===== src/rtl/inst_fetch_unit.sv =====
// RV32I instruction fetch: PC ownership, one-cycle-latency imem reads, 2-entry
// decode buffer with valid/ready, redirect handling and fetch-fault reporting.
module inst_fetch_unit #(
  parameter int unsigned INST_WIDTH = 32,
  parameter int unsigned INST_DEPTH = 1024,
  parameter logic [31:0] RESET_PC   = 32'h0000_0000
) (
  input  logic                          clk,
  input  logic                          rst_n,
  input  logic                          fetch_en,
  input  logic                          redirect,
  input  logic [31:0]                   redirect_pc,
  output logic                          mem_rd_en,
  output logic [$clog2(INST_DEPTH)-1:0] mem_rd_addr,
  input  logic [INST_WIDTH-1:0]         mem_instruction,
  output logic                          inst_valid,
  input  logic                          inst_ready,
  output logic [INST_WIDTH-1:0]         inst,
  output logic [31:0]                   inst_pc,
  output logic                          inst_err
);

  localparam int unsigned AW = $clog2(INST_DEPTH);
  localparam logic [0:0] RUN   = 1'b0;
  localparam logic [0:0] FAULT = 1'b1;

  logic [31:0]           pc, pc_nxt;
  logic [31:0]           resp_pc, resp_pc_nxt;
  logic                  resp_v, resp_v_nxt;
  logic [1:0]            count, count_nxt;
  logic [0:0]            mode, mode_nxt;
  logic [INST_WIDTH-1:0] b0_inst, b0_inst_nxt, b1_inst, b1_inst_nxt;
  logic [31:0]           b0_pc, b0_pc_nxt, b1_pc, b1_pc_nxt;

  logic pc_bad, show_fault, pop, push, room;

  // Fault, handshake and issue qualification
  always_comb begin
    pc_bad     = (pc[1:0] != 2'b00) || (pc[31:2] >= 30'(INST_DEPTH));
    show_fault = (mode == FAULT) && (count == 2'd0) && !resp_v;
    pop        = (count != 2'd0) && inst_ready;
    push       = resp_v && !redirect;
    room       = (3'(count) + 3'(resp_v) - 3'(pop)) < 3'd2;
    mem_rd_en  = rst_n && fetch_en && !redirect && (mode == RUN) && !pc_bad && room;
  end

  assign mem_rd_addr = pc[AW+1:2];

  // Buffer head, or the held fault entry once everything older has drained
  always_comb begin
    inst_valid = (count != 2'd0) || show_fault;
    inst_err   = show_fault;
    inst       = (count != 2'd0) ? b0_inst : '0;
    inst_pc    = (count != 2'd0) ? b0_pc : (show_fault ? pc : 32'h0);
  end

  always_comb begin
    pc_nxt      = pc;
    resp_pc_nxt = resp_pc;
    resp_v_nxt  = 1'b0;
    count_nxt   = count;
    mode_nxt    = mode;
    b0_inst_nxt = b0_inst;
    b0_pc_nxt   = b0_pc;
    b1_inst_nxt = b1_inst;
    b1_pc_nxt   = b1_pc;
    if (redirect) begin
      // Flushes buffer and drops any response landing this cycle
      pc_nxt    = redirect_pc;
      count_nxt = 2'd0;
      mode_nxt  = RUN;
    end else begin
      resp_v_nxt = mem_rd_en;
      if (mem_rd_en) begin
        pc_nxt      = pc + 32'd4;
        resp_pc_nxt = pc;
      end
      if ((mode == RUN) && pc_bad) begin
        mode_nxt = FAULT;
      end
      case ({push, pop})
        2'b10: begin
          if (count == 2'd0) begin
            b0_inst_nxt = mem_instruction;
            b0_pc_nxt   = resp_pc;
          end else begin
            b1_inst_nxt = mem_instruction;
            b1_pc_nxt   = resp_pc;
          end
          count_nxt = count + 2'd1;
        end
        2'b01: begin
          b0_inst_nxt = b1_inst;
          b0_pc_nxt   = b1_pc;
          count_nxt   = count - 2'd1;
        end
        2'b11: begin
          if (count == 2'd1) begin
            b0_inst_nxt = mem_instruction;
            b0_pc_nxt   = resp_pc;
          end else begin
            b0_inst_nxt = b1_inst;
            b0_pc_nxt   = b1_pc;
            b1_inst_nxt = mem_instruction;
            b1_pc_nxt   = resp_pc;
          end
        end
        default: ;
      endcase
    end
  end

  always_ff @(posedge clk or negedge rst_n) begin
    if (!rst_n) begin
      pc      <= RESET_PC;
      resp_pc <= 32'h0;
      resp_v  <= 1'b0;
      count   <= 2'd0;
      mode    <= RUN;
      b0_inst <= '0;
      b0_pc   <= 32'h0;
      b1_inst <= '0;
      b1_pc   <= 32'h0;
    end else begin
      pc      <= pc_nxt;
      resp_pc <= resp_pc_nxt;
      resp_v  <= resp_v_nxt;
      count   <= count_nxt;
      mode    <= mode_nxt;
      b0_inst <= b0_inst_nxt;
      b0_pc   <= b0_pc_nxt;
      b1_inst <= b1_inst_nxt;
      b1_pc   <= b1_pc_nxt;
    end
  end

endmodule


===== config.mk =====
export PLATFORM = sky130hd
export DESIGN_NAME = inst_fetch_unit
export DESIGN_NICKNAME = d
export VERILOG_FILES = /design/src/rtl/inst_fetch_unit.sv
export SDC_FILE = /design/constraint.sdc
export NUM_CORES = 1
export LEC_CHECK = 0
export BUFFER_PORTS_ARGS = -buffer_cell sky130_fd_sc_hd__buf_4
export CAP_MARGIN = 10
export CORE_ASPECT_RATIO = 1.4
export CORE_UTILIZATION = 56
export CTS_BUF_LIST = sky130_fd_sc_hd__clkbuf_4 sky130_fd_sc_hd__clkbuf_8
export DETAILED_ROUTE_END_ITERATION = 6
export PLACE_DENSITY_LB_ADDON = 0.2
export SYNTH_ARGS = -nofsm -noshare
export SYNTH_HDL_FRONTEND = slang
export SYNTH_SLANG_ARGS = --single-unit

===== constraint.sdc =====
create_clock -name clk -period 4.4 [get_ports clk]
set_input_delay 0.44 -clock clk [delete_from_list [all_inputs] [get_ports clk]]
set_output_delay 0.44 -clock clk [all_outputs]
set_load 0.1 [all_outputs]

==> summary.md, run 1 <==
| Metric | Value |
|---|---|
| Synthesis warning total | `0` |
| Area Overhead vs Synth | `18.1%` |
| Critical Path AT | `between 3 and 4 ns` |
| M3 GR Usage | `0.0590` |
| Worst-Margin Slew | `approximately 0.86 ns` |
| RSZ-0062 raised after global routing | `no` |
| Largest net degree at the start of global routing | `roughly 150` |
| Synth Flop Type | `dfrtp_1` |
| Pwr/cell area | `around 540 nW/um^2` |
| Peak supply drop | `approximately 0.34 mV` |
| Met2 Resource Use GR | `0.419` |
| Initial antenna violation count | `0` |
| Die area | `around 16000 sq um` |
| Yosys reg bits | `between 150 and 200` |
| Lkg Pwr | `5.57 nW` |
| Vias per cell | `between 5 and 6` |
| Ports | `approximately 150` |
| Iteration-0 DRC Markers | `259` |
| Worst skew pair latency | `roughly 0.45 ns` |
| Final clock period utilization by the worst path | `0.943` |
| Clock network power share | `0.218` |
| # clock sinks | `roughly 200` |
| Drt drc | `0` |
| Synth top cells by count | `196 x dfrtp_1, 99 x mux2_2, 70 x nor2_1, 69 x mux2i_1, 65 x a21oi_1` |
| Worst endpoint required time | `~4.0 ns` |
| # diodes | `0` |
| Gp weighted congestion | `0.782` |
| Final setup violation count | `0` |
| Synth area leaders | `dfrtp_1 55%, mux2_2 12%, mux2i_1 7.7%` |
| Clock root buffer | `clkbuf_8` |
| Vias in the first global route | `6395` |
| Placement Rows | `54` |
| Via Count | `between 6000 and 7000` |
| Sequential power share | `0.411` |
| Buf+Inv Stages, Crit Path | `3` |
| Startpoint types | `register` |
| Sequential Area | `~4900 sq um` |
| Synth top area share | `0.549` |
| Slowest Stage Delay on Critical Path | `between 0.4 and 0.5 ns` |
| Clock-pin slew on the worst setup and hold paths | `0.10 ns` |
| Area occupied by multi-input gates | `approximately 3600 sq um` |
| Die extent in x | `roughly 110 microns` |
| Netlist cell types | `between 40 and 50` |
| Clock Path Buffers | `2` |
| Worst Hold Class | `input port to register` |
| Gate power share | `0.371` |
| Tmin final | `a little over 4 ns` |
| H-tree levels | `4` |
| GRT Resource Usage Total | `0.243` |
| Syn_area_per_cell | `roughly 11 sq um` |
| Final Hold Vio Count | `0` |
| Net Sw Frac | `0.414` |
| Outcome | `completed` |
| Drt pass-1 iters | `4` |
| GR Overflow Total | `0` |
| First-pass GRT wire length | `between 30000 and 40000 microns` |
| Relative max-transition margin | `0.428` |
| Wirelength, routed | `roughly 19000 microns` |
| FMAX | `241 MHz` |
| Mapped Nets | `about 870` |
| Crit path capture type | `primary output` |
| Most frequent cell after synthesis | `dfrtp_1` |
| Register area share after synthesis | `0.549` |
| Synth Instances | `roughly 800` |
| Met1 Track Usage GR | `0.300` |
| Crit path cell chain | `inv_1, ha_2, nand2b_1, inv_1, ha_1, nor2b_1, fa_1, nor2b_1, nand4_1, nor3_4, buf_4` |
| Ys async rst share | `1.00` |
| Worst Clk Skew | `~0.016 ns` |
| Worst path slowest cell | `fa_1` |
| WS Path Type | `register to primary output` |
| Max-Cap Viols | `0` |
| Setup repair bufs after CTS | `0` |
| NetSw | `0.00234 W` |
| Post-layout util | `0.676` |
| Post-DP HPWL | `12100 microns` |
| Antenna-violating nets left | `0` |
| CP max FO | `8` |
| Number of flops mapped to enable cells by yosys | `0` |
| GRT Max-Usage Layer | `met2` |
| Area leader, netlist | `dfrtp_1` |
| Sum Neg Setup Slack | `0 ns` |
| Synth Cell Area | `8930 sq um` |
| Die H | `about 150 microns` |
| Total CTS buffers | `17` |
| Share of cells above drive strength 1 | `0.318` |
| Internal Power | `between 0.003 and 0.004 W` |
| TritonCTS clock tree | `built` |
| Routed len/inst | `17.0 microns` |
| Final Max Slew Viols | `0` |
| FILL cells | `1217` |
| IO buf count | `roughly 150` |
| Reg-to-reg setup timing slack | `between 0.5 and 0.6 ns` |
| Fin nets | `984` |
| Initial Utilization | `0.572` |
| Core ar. | `between 15000 and 20000 sq um` |
| Family with the most delay on the worst path | `simple AND/OR/NAND/NOR gates` |
[through the flow]
stage	hold WS, ns	setup slack (ns)	instances	area, sq um	power [W]
final	0.201	0.252	1118	10600	0.00565
after global routing	0.181	0.0565	1118	10600	0.00592
after CTS	0.174	0.152	1118	10500	0.00569
after detailed placement	0.427	0.644	1085	10100	0.00447
after global placement	0.413	0.906	1085	10100	0.00441
after floorplan	0.144	0.393	798	8940	0.00396
[kinds of logic after synthesis]
logic type	Yosys count	synth area share
buffers and inverters	108	0.0534
xor gates and xnor gates	3	0.00294
muxes	168	0.202
DFF	196	0.549
AOI/OAI and AO/OA	119	0.0723
adders and majority gates	6	0.00924
and+or+nand+nor	198	0.111
[path summary, 6_finish.rpt]
kind                                               from                      end  depth (start not counted)
min in group asynchronous                         rst_n       pc[20]$_DFFE_PN0P_                          2
worst max register to register     count[1]$_DFFE_PN0P_        pc[4]$_DFFE_PN0P_                         13
worst min-delay path                    redirect_pc[12]       pc[12]$_DFFE_PN0P_                          3
worst min register to register  b1_inst[23]$_DFFE_PN0P_  b1_inst[23]$_DFFE_PN0P_                          1
max in group asynchronous                         rst_n  b0_inst[12]$_DFFE_PN0P_                          3
worst max-delay path               count[1]$_DFFE_PN0P_                mem_rd_en                         11
[final cells by class]
type / count / share of cell area
Sequential cell: 196 / 0.465
Multi-Input combinational cell: 494 / 0.340
Clock buffer: 24 / 0.0289
Inverter: 47 / 0.0167
Tap cell: 196 / 0.0232
Clock inverter: 8 / 0.0115
Timing Repair Buffer: 153 / 0.114
[flip-flops by register name, summed over array words and instances, names as in the netlist]
| name | cells |
|---|---|
| b0_inst | 32 |
| b0_pc | 32 |
| b1_inst | 32 |
| b1_pc | 32 |
| count | 2 |
| mode | 1 |
| pc | 32 |
| resp_pc | 32 |
| resp_v | 1 |
[repair_timing]
item | CTS | global route
gates resized for setup | 0 | 1
hold buffers | 1 | 0
setup endpoints to repair | 0 | 1
hold endpoints to repair | 48 | 0
[power by group through the flow]
stage	sequential [W]	clock, W	combinational [W]
after floorplan	0.00229	0	0.00167
after global placement	0.00234	0	0.00207
after detailed placement	0.00236	0	0.00211
after CTS	0.00232	0.00126	0.00211
after global routing	0.00236	0.00133	0.00223
final	0.00232	0.00123	0.00209
[per-layer routing]
metal	part of all wire	wire length [microns]	vias up
li1	-	-	2906
met1	0.42	8020	3078
met2	0.52	9840	124
met3	0.042	799	22
met4	0.016	305	0
met5	0	0	-
[worst register-to-register path, stage by stage, from the launching register on]
cell,delay (ns)
dfrtp_1,0.42
inv_1,0.16
ha_2,0.20
nand2b_1,0.27
inv_1,0.15
ha_1,0.30
nor2b_1,0.17
fa_1,0.44
nor2b_1,0.13
nand4_1,0.27
nor3_4,0.20
buf_4,0.50
mux2_2,0.43
o21ai_0,0.16
[cell usage in the layout (no fill, tap or decap), drive strengths merged, types with 3 or more instances in the layout]
master / Yosys / final
a21oi: 65 / 65
a32oi: 4 / 4
and2b: 3 / 3
buf: 39 / 151
bufinv: 0 / 3
clkbuf: 22 / 25
clkinv: 0 / 3
dfrtp: 196 / 196
ha: 5 / 5
inv: 47 / 48
mux2: 99 / 99
mux2i: 69 / 69
nand2: 42 / 42
nand3: 5 / 5
nand4: 3 / 3
nor2: 70 / 70
nor2b: 53 / 53
nor3: 7 / 7
nor4: 6 / 6
o21ai: 39 / 39
Power figures use the tool's default switching activity.
==> run 2: changes to the inputs <==
Settings changed: CORE_MARGIN set to 3, REMOVE_ABC_BUFFERS set to 1.
==> run 2 against run 1 <==
- power down 2.1%
- core utilization is 0.33 points lower
- largest cell class unchanged
- combinational power barely moved
- largest power group unchanged
==> summary.md, run 2 (synthesis results as in run 1) <==
| Metric | Value |
|---|---|
| Iteration-0 DRC Markers | `363 (+40%)` |
| Internal Power | `0.00315 W (-4.7%)` |
| Core ar. | `15600 sq um (unchanged)` |
| Setup repair bufs after CTS | `0 (unchanged)` |
| Hold buffers post-CTS | `1 (unchanged)` |
| Commonest non-fill, non-tap cell in the layout | `dfrtp_1` |
| # diodes | `0 (unchanged)` |
| Worst hold slack | `0.191 ns (-0.00970 ns)` |
| Die H | `155 microns (+2.6%)` |
| Net Sw Frac | `0.429 (+0.0157)` |
| TritonCTS clock tree | `built` |
| Routed len/inst | `16.8 microns (-0.99%)` |
| Relative max-transition margin | `0.320 (-0.108)` |
| Placement Rows | `54 (unchanged)` |
| Dpl cell area | `10100 sq um (unchanged)` |
| Worst-Margin Slew | `1.02 ns (+0.162 ns)` |
| Final setup violation count | `0 (unchanged)` |
| Vias in the first global route | `6417 (+0.34%)` |
| Worst Hold Class | `input port to register` |
| Sequential power share | `0.420 (+0.009)` |
| RSZ-0062 raised after global routing | `no` |
| Worst skew pair latency | `0.46 ns (about the same)` |
| H-tree levels | `4 (unchanged)` |
| Lkg Pwr | `5.53 nW (-0.70%)` |
| GRT Resource Usage Total | `0.219 (-0.0245)` |
| Worst endpoint required time | `3.96 ns (about the same)` |
| # clock sinks | `196 (unchanged)` |
| Largest net degree at the start of global routing | `129 (-13%)` |
| Post-layout util | `0.673 (-0.00329)` |
| Max-Cap Viols | `0 (unchanged)` |
| Pwr/cell area | `527 nW/um^2 (-1.6%)` |
| Final clock period utilization by the worst path | `0.910 (-0.0331)` |
| Post-DP HPWL | `12200 microns (+1.2%)` |
| CP max FO | `8 (unchanged)` |
| Drt pass-1 iters | `5 (+1)` |
| IO buf count | `145 (unchanged)` |
| Clock-pin slew on the worst setup and hold paths | `0.09 ns (about the same)` |
| Most frequent cells in the layout | `196 x dfrtp_1, 153 x buf_4, 99 x mux2_2` |
| Fin nets | `988 (+0.41%)` |
| Die area | `17500 sq um (+6.4%)` |
| Antenna-violating nets left | `0 (unchanged)` |
| Clock Path Buffers | `2 (unchanged)` |
| Area Overhead vs Synth | `17.5%` |
| Tmin final | `4.00 ns (-0.146 ns)` |
| Crit path capture type | `primary output` |
| Total CTS buffers | `17 (unchanged)` |
| Number of gates resized after CTS | `0 (unchanged)` |
| Initial antenna violation count | `0 (unchanged)` |
| Die extent in x | `113 microns (+3.7%)` |
| Gate power share | `0.377 (+0.006)` |
| WS Path Type | `register to primary output` |
| Via Count | `6098 (-0.52%)` |
| Startpoint types | `register` |
| Vias per cell | `5.43 (-0.88%)` |
| Clock root buffer | `clkbuf_8` |
| FMAX | `250 MHz (+3.6%)` |
| Share of cells above drive strength 1 | `0.320 (+0.00187)` |
| Clock network power share | `0.203 (-0.015)` |
| NetSw | `0.00237 W (+1.6%)` |
| Gp weighted congestion | `0.824 (+5.4%)` |
| Worst Clk Skew | `0.0109 ns (-0.00475 ns)` |
| Final Hold Vio Count | `0 (unchanged)` |
| Drt drc | `0 (unchanged)` |
| Outcome | `completed` |
| Initial Utilization | `0.572 (unchanged)` |
| Ports | `146 (unchanged)` |
| Peak supply drop | `0.364 mV (+8.0%)` |
| GR Overflow Total | `0 (unchanged)` |
| Wirelength, routed | `18800 microns (-0.63%)` |
| Final Max Slew Viols | `0 (unchanged)` |
| Critical Path AT | `3.56 ns (-0.15 ns)` |
| First-pass GRT wire length | `30900 microns (about the same)` |
| Post-route cell area | `10500 sq um (-0.49%)` |
-- run 2: area by class of cell --
cell class | count | area (sq um)
fill | 1200 | 5110
sequential | 196 | 4900
multi-input combinational | 494 | 3580
timing repair buffer | 157 | 1210
clock buffer | 19 | 255
tap | 196 | 245
inverter | 47 | 176
clock inverter | 13 | 126
-- run 2: layer usage --
layer | track usage | up-vias | wire (microns)
li1 | - | 2914 | -
met1 | 0.269 | 2997 | 7800
met2 | 0.370 | 164 | 9540
met3 | 0.0603 | 23 | 1120
met4 | 0.0773 | 0 | 388
met5 | 0 | - | 0
-- run 2: worst paths after layout --
path / endpoint / depth (start not counted) / from / slack [ns]
max: mem_rd_en / 12 / count[1]$_DFFE_PN0P_ / 0.40
min in group asynchronous: pc[14]$_DFFE_PN0P_ / 2 / rst_n / 0.47
max reg2reg: pc[11]$_DFFE_PN0P_ / 13 / count[1]$_DFFE_PN0P_ / 0.79
max in group asynchronous: b1_inst[0]$_DFFE_PN0P_ / 3 / rst_n / 2.57
min: pc[6]$_DFFE_PN0P_ / 3 / redirect_pc[6] / 0.19
min reg2reg: b1_pc[19]$_DFFE_PN0P_ / 1 / b1_pc[19]$_DFFE_PN0P_ / 0.51
-- run 2: through the flow --
step                cells  power [W]  setup TNS, ns  setup slack (ns)
global route         1122    0.00582              0             0.266
finish               1122    0.00553              0             0.397
CTS                  1122    0.00559              0             0.430
global placement     1089    0.00440              0              1.07
floorplan             737    0.00399        -257.66             -3.71
detailed placement   1089    0.00446              0             0.873
-- run 2: worst max-delay path, stage by stage (launching register included) --
cell and delay [ns]:
dfrtp_1 0.42, inv_1 0.15, ha_2 0.20, nand2b_1 0.28, inv_1 0.15, ha_1 0.29, nor2b_1 0.14, fa_1 0.43
nor2b_1 0.14, nand4_1 0.23, nor3_1 0.20, buf_4 0.19, buf_4 0.30
-- run 2: power by group through the flow --
stage               Combinational [W]  Clock (W)  Sequential (W)
floorplan                     0.00163          0         0.00236
global placement              0.00206          0         0.00234
detailed placement            0.00210          0         0.00235
CTS                           0.00211    0.00116         0.00232
global route                  0.00223    0.00122         0.00237
finish                        0.00208    0.00112         0.00232
